**src/rtl/xup_debounce_pulse_pkg.sv**
```systemverilog
// xup_debounce_pulse_pkg: shared FSM state codes for the debounce/pulse block
package xup_debounce_pulse_pkg;
  typedef enum logic [1:0] {
    ST_IDLE         = 2'd0,
    ST_PRESS_WAIT   = 2'd1,
    ST_HELD         = 2'd2,
    ST_RELEASE_WAIT = 2'd3
  } state_e;
endpackage

```
**src/rtl/xup_debounce_pulse_if.sv**
```systemverilog
// xup_debounce_pulse_if: raw button in, debounced pulse/level out
interface xup_debounce_pulse_if;
  logic btn_in;
  logic pulse_out;
  logic level_out;
  modport master (output btn_in, input pulse_out, level_out);
  modport slave (input btn_in, output pulse_out, level_out);
endinterface

```
**src/rtl/xup_sync_2ff.sv**
```systemverilog
// xup_sync_2ff: two-flop synchroniser for asynchronous inputs, sync active-low reset to 0
module xup_sync_2ff (
  input  logic clk,
  input  logic rst_n,
  input  logic d_i,
  output logic q_o
);
  logic meta_q;
  always_ff @(posedge clk) begin
    if (!rst_n) {q_o, meta_q} <= 2'b00;
    else {q_o, meta_q} <= {meta_q, d_i};
  end
endmodule

```
**src/rtl/xup_debounce_pulse.sv**
```systemverilog
// xup_debounce_pulse: debounces btn_in, gives a held level and a one-clk press pulse
// Optional auto-repeat while held: define XUP_DEBOUNCE_REPEAT_EN.
module xup_debounce_pulse
  import xup_debounce_pulse_pkg::*;
#(
  parameter int DELAY         = 3,
  parameter int STABLE_COUNT  = 500000,
  parameter int REPEAT_PERIOD = 5000000
) (
  input logic                 clk,
  input logic                 rst_n,
  xup_debounce_pulse_if.slave bus
);
  localparam int CW = $clog2(STABLE_COUNT + 1);
  localparam logic [CW-1:0] CNT_LAST = CW'(STABLE_COUNT - 1);
  localparam logic [CW-1:0] CNT_ONE = CW'(1);
  if (STABLE_COUNT < 2 || REPEAT_PERIOD < 2 || DELAY < 0) begin : g_bad_param
    $error("xup_debounce_pulse: illegal parameter value");
  end
  state_e        state_q, state_d;
  logic [CW-1:0] cnt_q, cnt_d;
  logic          level_q, level_d;
  logic          pulse_q, pulse_d;
  logic          s;
`ifdef XUP_DEBOUNCE_REPEAT_EN
  localparam int RW = $clog2(REPEAT_PERIOD + 1);
  localparam logic [RW-1:0] REP_LAST = RW'(REPEAT_PERIOD - 1);
  logic [RW-1:0] rep_q, rep_d;
`endif
  xup_sync_2ff u_sync (
    .clk  (clk),
    .rst_n(rst_n),
    .d_i  (bus.btn_in),
    .q_o  (s)
  );
  always_comb begin
    state_d = state_q;
    cnt_d   = cnt_q;
    level_d = level_q;
    pulse_d = 1'b0;
`ifdef XUP_DEBOUNCE_REPEAT_EN
    rep_d   = '0;
`endif
    case (state_q)
      ST_IDLE: begin
        if (s) begin
          state_d = ST_PRESS_WAIT;
          cnt_d   = CNT_ONE;
        end
      end
      ST_PRESS_WAIT: begin
        if (!s) begin
          state_d = ST_IDLE;
          cnt_d   = '0;
        end else if (cnt_q == CNT_LAST) begin
          state_d = ST_HELD;
          level_d = 1'b1;
          pulse_d = 1'b1;
          cnt_d   = '0;
        end else cnt_d = cnt_q + CNT_ONE;
      end
      ST_HELD: begin
        if (!s) begin
          state_d = ST_RELEASE_WAIT;
          cnt_d   = CNT_ONE;
        end
`ifdef XUP_DEBOUNCE_REPEAT_EN
        else if (rep_q == REP_LAST) pulse_d = 1'b1;
        else rep_d = rep_q + 1'b1;
`endif
      end
      default: begin
        if (s) begin
          state_d = ST_HELD;
          cnt_d   = '0;
        end else if (cnt_q == CNT_LAST) begin
          state_d = ST_IDLE;
          level_d = 1'b0;
          cnt_d   = '0;
        end else cnt_d = cnt_q + CNT_ONE;
      end
    endcase
  end
  always_ff @(posedge clk) begin
    if (!rst_n) begin
      state_q <= ST_IDLE;
      cnt_q   <= '0;
      level_q <= 1'b0;
      pulse_q <= 1'b0;
    end else begin
      state_q <= state_d;
      cnt_q   <= cnt_d;
      level_q <= level_d;
      pulse_q <= pulse_d;
    end
  end
`ifdef XUP_DEBOUNCE_REPEAT_EN
  always_ff @(posedge clk) begin
    if (!rst_n) rep_q <= '0;
    else rep_q <= rep_d;
  end
`endif
  assign bus.pulse_out = pulse_q;
  assign bus.level_out = level_q;
endmodule
```
**src/flat_wrapper.sv**
```systemverilog
// flat-port wrapper written by rule: the top's interface ports become plain ports
module xup_debounce_pulse_flat import xup_debounce_pulse_pkg::*;
#(
  parameter int DELAY         = 3,
  parameter int STABLE_COUNT  = 500000,
  parameter int REPEAT_PERIOD = 5000000
)
  (clk, rst_n, bus_btn_in, bus_pulse_out, bus_level_out);
  xup_debounce_pulse_if bus_i ();
  input logic clk;
  input logic rst_n;
  input wire logic [$bits(bus_i.btn_in)-1:0] bus_btn_in;
  output wire logic [$bits(bus_i.pulse_out)-1:0] bus_pulse_out;
  output wire logic [$bits(bus_i.level_out)-1:0] bus_level_out;
  assign bus_i.btn_in = bus_btn_in;
  assign bus_pulse_out = bus_i.pulse_out;
  assign bus_level_out = bus_i.level_out;
  xup_debounce_pulse #(.DELAY(DELAY), .STABLE_COUNT(STABLE_COUNT), .REPEAT_PERIOD(REPEAT_PERIOD)) u_core (.clk(clk), .rst_n(rst_n), .bus(bus_i));
endmodule
```
**config.mk**
```make
export PLATFORM = sky130hd
export DESIGN_NAME = xup_debounce_pulse_flat
export DESIGN_NICKNAME = d
export VERILOG_FILES = /design/src/rtl/xup_debounce_pulse_pkg.sv /design/src/rtl/xup_debounce_pulse_if.sv /design/src/rtl/xup_sync_2ff.sv /design/src/rtl/xup_debounce_pulse.sv /design/src/flat_wrapper.sv
export SDC_FILE = /design/constraint.sdc
export NUM_CORES = 1
export LEC_CHECK = 0
export ABC_AREA = 1
export BUFFER_PORTS_ARGS = -buffer_cell sky130_fd_sc_hd__buf_2
export CORE_ASPECT_RATIO = 0.5
export CORE_MARGIN = 2
export CORE_UTILIZATION = 54
export DETAILED_ROUTE_END_ITERATION = 10
export HOLD_SLACK_MARGIN = 0.05
export PLACE_DENSITY_LB_ADDON = 0.2
export RECOVER_POWER = 100
export SLEW_MARGIN = 20
export SYNTH_ARGS = -nofsm -noshare
export SYNTH_HDL_FRONTEND = slang
export SYNTH_SLANG_ARGS = --single-unit
```
**constraint.sdc**
```tcl
create_clock -name clk -period 1.4 [get_ports clk]
set_clock_uncertainty 0.05 [all_clocks]
set_input_delay 0 -clock clk [delete_from_list [all_inputs] [get_ports clk]]
set_output_delay 0 -clock clk [all_outputs]
set_load 0.01 [all_outputs]
```
# After elaboration in Yosys (flattened, before gate mapping)
# Cells that the tools add are included.
# W data, S select, Z words.
# op_classes
eq_ne	8
addsub	1
n_mux	19
n_bitwise	1
n_reduce_logical	7
# ops
op	count
$mux W19	5
$pmux W19 S3	1
$add A19 B1 Y19 const B	1
$eq A19 B19 Y1 const B	1
$mux W2	6
$reduce_and A4 Y1	2
$ne A2 B2 Y1 const B	3
$pmux W2 S3	1
$mux W1	5
$reduce_bool A4 Y1	1
$ne A3 B2 Y1 const B	1
$reduce_and A3 Y1	1
$eq A2 B1 Y1 const B	1
$eq A2 B2 Y1 const B	1
$logic_not A2 Y1	1
$ne A2 B1 Y1 const B	1
$pmux W1 S2	1
$reduce_and A2 Y1	1
$reduce_or A2 Y1	1
$not A1 Y1	1
# totals
in_bits	3
elab_cells	42
output_inout_bits	2
regBits	25

# Depth between registers and ports, before layout
# Gate-level depths: netlist of run 1.
# depth
depth_word	4
mapped_depth	11
ltp_nobuf	10

# Modules after synthesis
# From an unflattened synthesis of run 1, not the netlist that was laid out.
# hier_totals
cells_unflattened	206
area_unflattened_um2	1388.8
# modules_own_cells
module	n_inst	area_each_um2	cells_per_inst	seq_area_each_um2
xup_debounce_pulse	1	1333.8	200	460.4
xup_sync_2ff	1	55.1	6	40.0

# Worst setup path after synthesis of run 1
# OpenSTA, ideal clock, no wires.
# synth_path
path_kind	register -> register
from	register u_core.cnt_q[0]
to	register u_core.cnt_q[10]
path_stages_with_launch	12
n_path_buf	1
period_less_slack_ns	1.476
setup_time_ns	0.125
arrival_time_ns	1.301
path_slack_ns	-0.076
required_ns	1.225
cell_sequence	dfxtp_1 -> ha_1 -> nand2_1 -> inv_2 -> nand2_2 -> nor2_4 -> nand2_4 -> nand2_4 -> nand2_4 -> nand2_4 -> buf_12 -> nor3_4
# synth_via
elab_chain_cells	4
word_cells_on_any_way	6
classes_between	add/sub (1); eq/ne (1); mux (4)
# synth_lines
element	line_no	text
start: declaration	xup_debounce_pulse.sv:21	logic [CW-1:0] cnt_q, cnt_d;
start signal: assignment	xup_debounce_pulse.sv:92	cnt_q <= cnt_d;
$add A19 B1 Y19 / $eq A19 B19 Y1 (equally long branches)	--	
$mux W19 (*)	xup_debounce_pulse.sv:55, xup_debounce_pulse.sv:76	
$mux W19 (on tied branches)	xup_debounce_pulse.sv:73, xup_debounce_pulse.sv:52	
$pmux W19 S3 (*)	xup_debounce_pulse.sv:44	case (state_q)
# Every way passes the cells marked *; elsewhere a longest branch is shown, timed or not.
# A chain may end at the register's enable or synchronous reset.

# Worst setup path in the final report of run 1
# layout_path
from	register u_core.cnt_q[1]
to	register u_core.cnt_q[12]
# Same word-level chain as after synthesis.

==> out/metrics.cfg, run 1 <==
[hold_path]
holdCritPathClass=reg2reg
hold_path.startpoint=u_core.u_sync.meta_q

[clock_network]
clock-root-buffer=sky130_fd_sc_hd__clkbuf_8
tritoncts.num_buffers=3
clock_sinks=25
tritoncts=built
clk_pin_slew_ns=0.10
htree_levels=1
cts.path.max_buffers=2
skew_pair_late_insertion_delay_ns=0.28

[finish]
p_r_area_growth_vs_syn_pct=31.1
nFillCells=197
post_layout_nonfiller_instances=267
antennaDiodeCount=0
final-seq-area_um2=515
layout-drive-gt1-share=0.383
final_nets=235
multiInputGateArea_um2=911

[sta]
timing.final.crit_period_ns=1.49
timing.hold.ws_ns=0.397
maxSlewHeadroom=0.796
worst_slew_pin_slew_ns=0.306
hold_viol=0
unrepaired_setup_endpoints_after_global_routing=yes
period_share=1.06
timing.final.setup_violations=16
fin_ws_ns=-0.0909
maxSlewViolCount=0
fmaxAchievable_mhz=671
totalNegativeSetupSlack_ns=-0.474

[routing]
maxUsedRoutingLayer=met4
antenna_left=0
wl_per_cell_um=13.0
drc=0
viasPerCell=5.16
met1Wirelength_um=1590
route.met2.wl_um=1590
vias=1378
drt_iter0_markers=79
met3RoutedLength_um=222
detailedRoute.firstPassIterationCount=4
routed_wirelength_um=3460

[place]
pre_cts_slack_ns=-0.0798
post-dp-hpwl_um=2340
routability_driven_placement_congestion_ratio=0.885
post-place-cells=256
io_buffer_count=4

[synth]
syn_area_mm2=0.00143
synth_async_sr_flop_share=0
synth_cell_type_count=33
synth-seq-cells=25
syn_inst=196
yosysWarnings=0
synth_edf_count=0
postSynthNetCount=200
ys.flop_type=sky130_fd_sc_hd__dfxtp_1
post_synth.cell_area_avg_um2=7.30
seq_area_frac_synth=0.350

[worst_setup_path]
critPathLaunchType=register
worstSetupEndpointType=register
regToRegEndpoint=u_core.cnt_q[12]
slowest_stage=sky130_fd_sc_hd__dfxtp_4
worstSetupPathType=reg2reg
setup.worst_path.start=u_core.cnt_q[1]
crit_path_frequent_cell=sky130_fd_sc_hd__nor2_1
worstSetupPathDepth=10
data_arrival_time_of_the_critical_path_ns=1.62
cp_cell_sequence=ha_4 -> nand2_4 -> inv_4 -> nand3_4 -> nor2_4 -> nand2_2 -> nor2_2 -> nor2_1 -> nor2_1 -> nor2_1
path_max_fanout=3
cp.buffers_inverters=1
max_stage_delay_ns=0.38
critical_path_required_ns=1.53
minimum_setup_slack_among_reg_to_reg_paths_ns=-0.09
crit_end=u_core.cnt_q[12]
reg2reg_from=u_core.cnt_q[1]
worstRegToRegCells=10
path_delay_family=simple AND/OR/NAND/NOR gates

[power]
vdd_ir_drop_max_uv=375
power_density_mw_per_mm2=677
p_leak_nw=0.756

[status]
outcome=finished with violations
violations=negative setup slack

[floorplanning]
core_area_mm2=0.00255
die_h_um=40.4
core.rowCount=13
floorplan.initialDensity=0.560
dieArea_mm2=0.00310
top_level_ports=5
die_w_um=76.8

[grt]
grt_overflow_total=0
grt_pass1_wl_um=5510
grt_antenna_before_repair=0
track_usage=0.236
first_global_vias=1234
grt_max_degree=16

[flow_run]
max_cap_violations=0

## metal layers
layer,up-vias,GRT usage
met3,11,0.0743
met5,-,0
met1,631,0.287
li1,692,-
met4,0,0.0682
met2,44,0.421
## cells by family (layout without fill, tap and decap cells)
kind of cell | Yosys count | in the layout | share of synthesized area
and+or+nand+nor | 121 | 121 | 0.451
buffers and inverters | 28 | 62 | 0.0936
DFF | 25 | 25 | 0.350
AOI/OAI and AO/OA | 17 | 17 | 0.0717
xor gates and xnor gates | 4 | 4 | 0.0245
adders and majority gates | 1 | 1 | 0.00875
## registers in the layout, summed over array words and instances, names as in the netlist, named ones only
name,count
u_core.bus.level_out,1
u_core.bus.pulse_out,1
u_core.cnt_q,19
u_core.state_q,1
u_core.u_sync.meta_q,1
u_core.u_sync.q_o,1
## power by group
| group | leakage, nW | internal (W) | switching (W) |
|---|---|---|---|
| logic | 0.528 | 0.0000407 | 0.0000637 |
| clock network | 0.0217 | 0.000202 | 0.000246 |
| registers | 0.206 | 0.000713 | 0.00000443 |
| total | 0.756 | 0.000956 | 0.000314 |
## area by class of cell
cell class / count / area share
flip-flops and latches: 25 / 0.275
repair buffers: 33 / 0.134
inverters: 25 / 0.0547
clock inverters: 1 / 0.00400
well taps: 37 / 0.0247
clock buffers: 3 / 0.0220
multi-input cells: 143 / 0.486
## metrics by stage
step	instance area [um^2]	power (W)	util
3_5_place_dp	1640	0.000815	0.643
5_1_grt	1880	0.00132	0.734
3_3_place_gp	1640	0.000814	0.643
4_1_cts	1770	0.00127	0.694
2_1_floorplan	1450	0.000799	-
6_report	1880	0.00127	0.734
## cells in the mapped netlist (all sizes together), types with 2 or more instances
library cell | n | area (um^2)
o21bai | 2 | 15.0
buf | 3 | 36.3
inv | 24 | 92.6
nand4 | 4 | 25.0
a21oi | 5 | 28.8
dfxtp | 25 | 500
nor2 | 43 | 223
nand3 | 18 | 105
o21ai | 7 | 35.0
xor2 | 4 | 35.0
nand2 | 46 | 225
nor3 | 7 | 46.3
## layout by cell type (no fill, tap or decap), types with 3 or more instances in the layout
master	instances
sky130_fd_sc_hd__buf_2	3
sky130_fd_sc_hd__buf_4	24
sky130_fd_sc_hd__xor2_1	4
sky130_fd_sc_hd__dfxtp_1	17
sky130_fd_sc_hd__nor3_1	6
sky130_fd_sc_hd__nand3_2	8
sky130_fd_sc_hd__nand2_8	3
sky130_fd_sc_hd__dlygate4sd3_1	3
sky130_fd_sc_hd__dfxtp_2	6
sky130_fd_sc_hd__nor2_2	12
sky130_fd_sc_hd__nand2_4	6
sky130_fd_sc_hd__nor2_4	4
sky130_fd_sc_hd__inv_1	20
sky130_fd_sc_hd__o21ai_1	7
sky130_fd_sc_hd__nor2_1	26
sky130_fd_sc_hd__a21oi_1	3
sky130_fd_sc_hd__nand4_1	4
sky130_fd_sc_hd__nand2_1	35
sky130_fd_sc_hd__nand3_1	9
sky130_fd_sc_hd__clkbuf_8	3
## worst min path at each step
stage,endpoint,cells past startpoint
after detailed placement,u_core.u_sync.meta_q,3
final,u_core.u_sync.q_o,2
after floorplan,u_core.u_sync.meta_q,2
after CTS,u_core.u_sync.q_o,2
after global placement,u_core.u_sync.meta_q,3
after global routing,u_core.u_sync.q_o,2
## worst min-delay path, stage by stage (launching register included)
cell	delay [ns]
sky130_fd_sc_hd__dfxtp_1	0.33
sky130_fd_sc_hd__nand2_1	0.06
sky130_fd_sc_hd__inv_1	0.03
## what timing repair did
action / in CTS / in global routing
cloned: 0 / 0
resized for setup: 10 / 28
buffers inserted: 2 / 2
hold buffers: 3 / 0
pin swaps: 6 / 16
hold endpoints to repair: 3 / 0
setup endpoints to repair: 15 / 22
(Power assumes the default switching activity.)
==> inputs of run 2 (changes only) <==
--- a/config.mk
+++ b/config.mk
@@ -7,7 +7,7 @@
 export LEC_CHECK = 0
 export ABC_AREA = 1
 export BUFFER_PORTS_ARGS = -buffer_cell sky130_fd_sc_hd__buf_2
-export CORE_ASPECT_RATIO = 0.5
+export CORE_ASPECT_RATIO = 1.2
 export CORE_MARGIN = 2
 export CORE_UTILIZATION = 54
 export DETAILED_ROUTE_END_ITERATION = 10
==> constraint.sdc (replaced) <==
create_clock -name clk -period 1.3 [get_ports clk]
set_clock_uncertainty 0.05 [all_clocks]
set_input_delay 0 -clock clk [delete_from_list [all_inputs] [get_ports clk]]
set_output_delay 0 -clock clk [all_outputs]
set_load 0.01 [all_outputs]
==> run 2 against run 1 <==
Net effect:
- non-clock buffer count up 22
- sequential cell count unchanged
- register-to-register slack worse by 0.14 ns
- cell area up 13%
- the run still ends with negative setup slack left
- critical path depth up 1
- die area down 0.75%
- combinational power up 49%
- final cell count up 7.5%
- total power up 1.9%
- hold slack worse by 0.024 ns
==> out/metrics.cfg, run 2 (synthesized netlist as in run 1, its figures left out) <==
[finish]
finalCoreUtilization=0.839
final_cell_area_mm2=0.00212
register_name_with_the_most_flops=u_core.cnt_q
layout_common_cells=42 x sky130_fd_sc_hd__buf_4, 33 x sky130_fd_sc_hd__nand2_1, 25 x sky130_fd_sc_hd__nor2_1, 20 x sky130_fd_sc_hd__dfxtp_1, 19 x sky130_fd_sc_hd__inv_1
layout-drive-gt1-share=0.465
final_nets=259
commonest_non_fill_non_tap_cell_in_the_layout=sky130_fd_sc_hd__buf_4
p_r_area_growth_vs_syn_pct=48.2
antennaDiodeCount=0
largest_register_ff_count=19

[floorplanning]
die_w_um=51.0
die_h_um=60.4
core.rowCount=20
dieArea_mm2=0.00308
floorplan.initialDensity=0.566
core_area_mm2=0.00253
top_level_ports=5

[power]
vdd_ir_drop_max_uv=720
power_density_mw_per_mm2=611
p_leak_nw=0.896

[worst_setup_path]
path_max_fanout=6
data_arrival_time_of_the_critical_path_ns=1.73
cp_cell_sequence=ha_4 -> nand2_4 -> inv_4 -> nand2_4 -> nor2_4 -> nand2_4 -> nand2_4 -> nand2_8 -> buf_6 -> nand4_1 -> inv_1
critical_path_required_ns=1.50
max_stage_delay_ns=0.39
critPathLaunchType=register
worstSetupPathType=reg2reg
crit_path_frequent_cell=sky130_fd_sc_hd__nand2_4
slowest_stage=sky130_fd_sc_hd__dfxtp_4
worstSetupEndpointType=register

[routing]
routed_wirelength_um=4610
drt_iter0_markers=75
viasPerCell=5.52
drc=0
wl_per_cell_um=16.1
detailedRoute.firstPassIterationCount=4
antenna_left=0
vias=1583

[grt]
track_usage=0.259
grt_overflow_total=0
first_global_vias=1432
grt_max_degree=14
grt_pass1_wl_um=5920
grt_antenna_before_repair=0

[sta]
totalNegativeSetupSlack_ns=-3.55
timing.final.setup_violations=23
hold_viol=0
worst_slew_pin_slew_ns=0.317
maxSlewHeadroom=0.788
maxSlewViolCount=0
period_share=1.18
fmaxAchievable_mhz=653
timing.final.crit_period_ns=1.53
unrepaired_setup_endpoints_after_global_routing=yes
fin_ws_ns=-0.233

[clock_network]
tritoncts.num_buffers=3
clock_sinks=25
clock-root-buffer=sky130_fd_sc_hd__clkbuf_4
skew_pair_late_insertion_delay_ns=0.33
clk_pin_slew_ns=0.14
tritoncts=built
cts.path.max_buffers=2
htree_levels=1

[place]
place_area_mm2=0.00176
io_buffer_count=4
post-dp-hpwl_um=2480
routability_driven_placement_congestion_ratio=0.866

[flow_run]
max_cap_violations=0

[hold_path]
holdCritPathClass=reg2reg

[status]
violations=negative setup slack
outcome=finished with violations

## run 2: cell count changes in the layout (fill, tap and decap cells not counted), moves of 2 or more
cell,before,now
sky130_fd_sc_hd__dfxtp_2,6,2
sky130_fd_sc_hd__nand2_1,35,33
sky130_fd_sc_hd__o21ai_1,7,2
sky130_fd_sc_hd__nand2_2,2,4
sky130_fd_sc_hd__dfxtp_1,17,20
sky130_fd_sc_hd__o21ai_2,0,3
sky130_fd_sc_hd__clkbuf_4,0,3
sky130_fd_sc_hd__buf_4,24,42
sky130_fd_sc_hd__clkbuf_8,3,0
sky130_fd_sc_hd__buf_6,2,6
## run 2: area by class of cell
class                           instances  area (um^2)
Multi-Input combinational cell        145          985
Inverter                               25          105
Tap cell                               33         41.3
Fill cell                             143          408
Timing Repair Buffer                   55          448
Clock buffer                            4         26.3
Sequential cell                        25          514
## run 2: where the power goes
| part | internal (W) | switching [W] |
|---|---|---|
| registers | 0.000767 | 0.00000442 |
| clock network | 0.000121 | 0.000248 |
| logic | 0.0000660 | 0.0000885 |
| total | 0.000954 | 0.000341 |
## run 2: path summary, 6_finish.rpt
kind | startpoint | to | slack [ns] | cells after the start
max | u_core.cnt_q[1] | u_core.cnt_q[2] | -0.23 | 11
max reg2reg | u_core.cnt_q[1] | u_core.cnt_q[2] | -0.23 | 11
min | u_core.u_sync.meta_q | u_core.u_sync.q_o | 0.37 | 2
min reg2reg | u_core.u_sync.meta_q | u_core.u_sync.q_o | 0.37 | 2
## run 2: routing by layer
metal | track usage | vias up | share of wire
met3 | 0.0320 | 28 | 0.040
met5 | 0 | - | 0
met2 | 0.492 | 65 | 0.53
li1 | - | 742 | -
met4 | 0.162 | 0 | 0.060
met1 | 0.269 | 748 | 0.37
## run 2: timing repair
| item | 4_1_cts | 5_1_grt |
|---|---|---|
| cloned | 0 | 2 |
| hold buffers | 3 | 0 |
| setup buffers | 6 | 5 |
| setup endpoints to repair | 22 | 24 |
| pin swaps | 9 | 22 |
| gates resized for setup | 16 | 38 |
| hold endpoints to repair | 9 | 0 |
## run 2: stage by stage
step,instances,total power [W],hold slack [ns],setup slack [ns]
finish,287,0.00129,0.373,-0.233
global route,287,0.00133,0.401,-0.278
CTS,280,0.00126,0.391,-0.157
detailed placement,267,0.000889,0.139,-0.186
global placement,267,0.000888,0.130,-0.130
floorplan,196,0.000860,0.0476,-0.105
## run 2: critical path, delay by kind of cell, from the launching register on
family                     cells  cell delay [ns]
DFF                            1             0.39
and+or+nand+nor                7             0.59
adders and majority gates      1             0.16
buffers and inverters          3             0.26
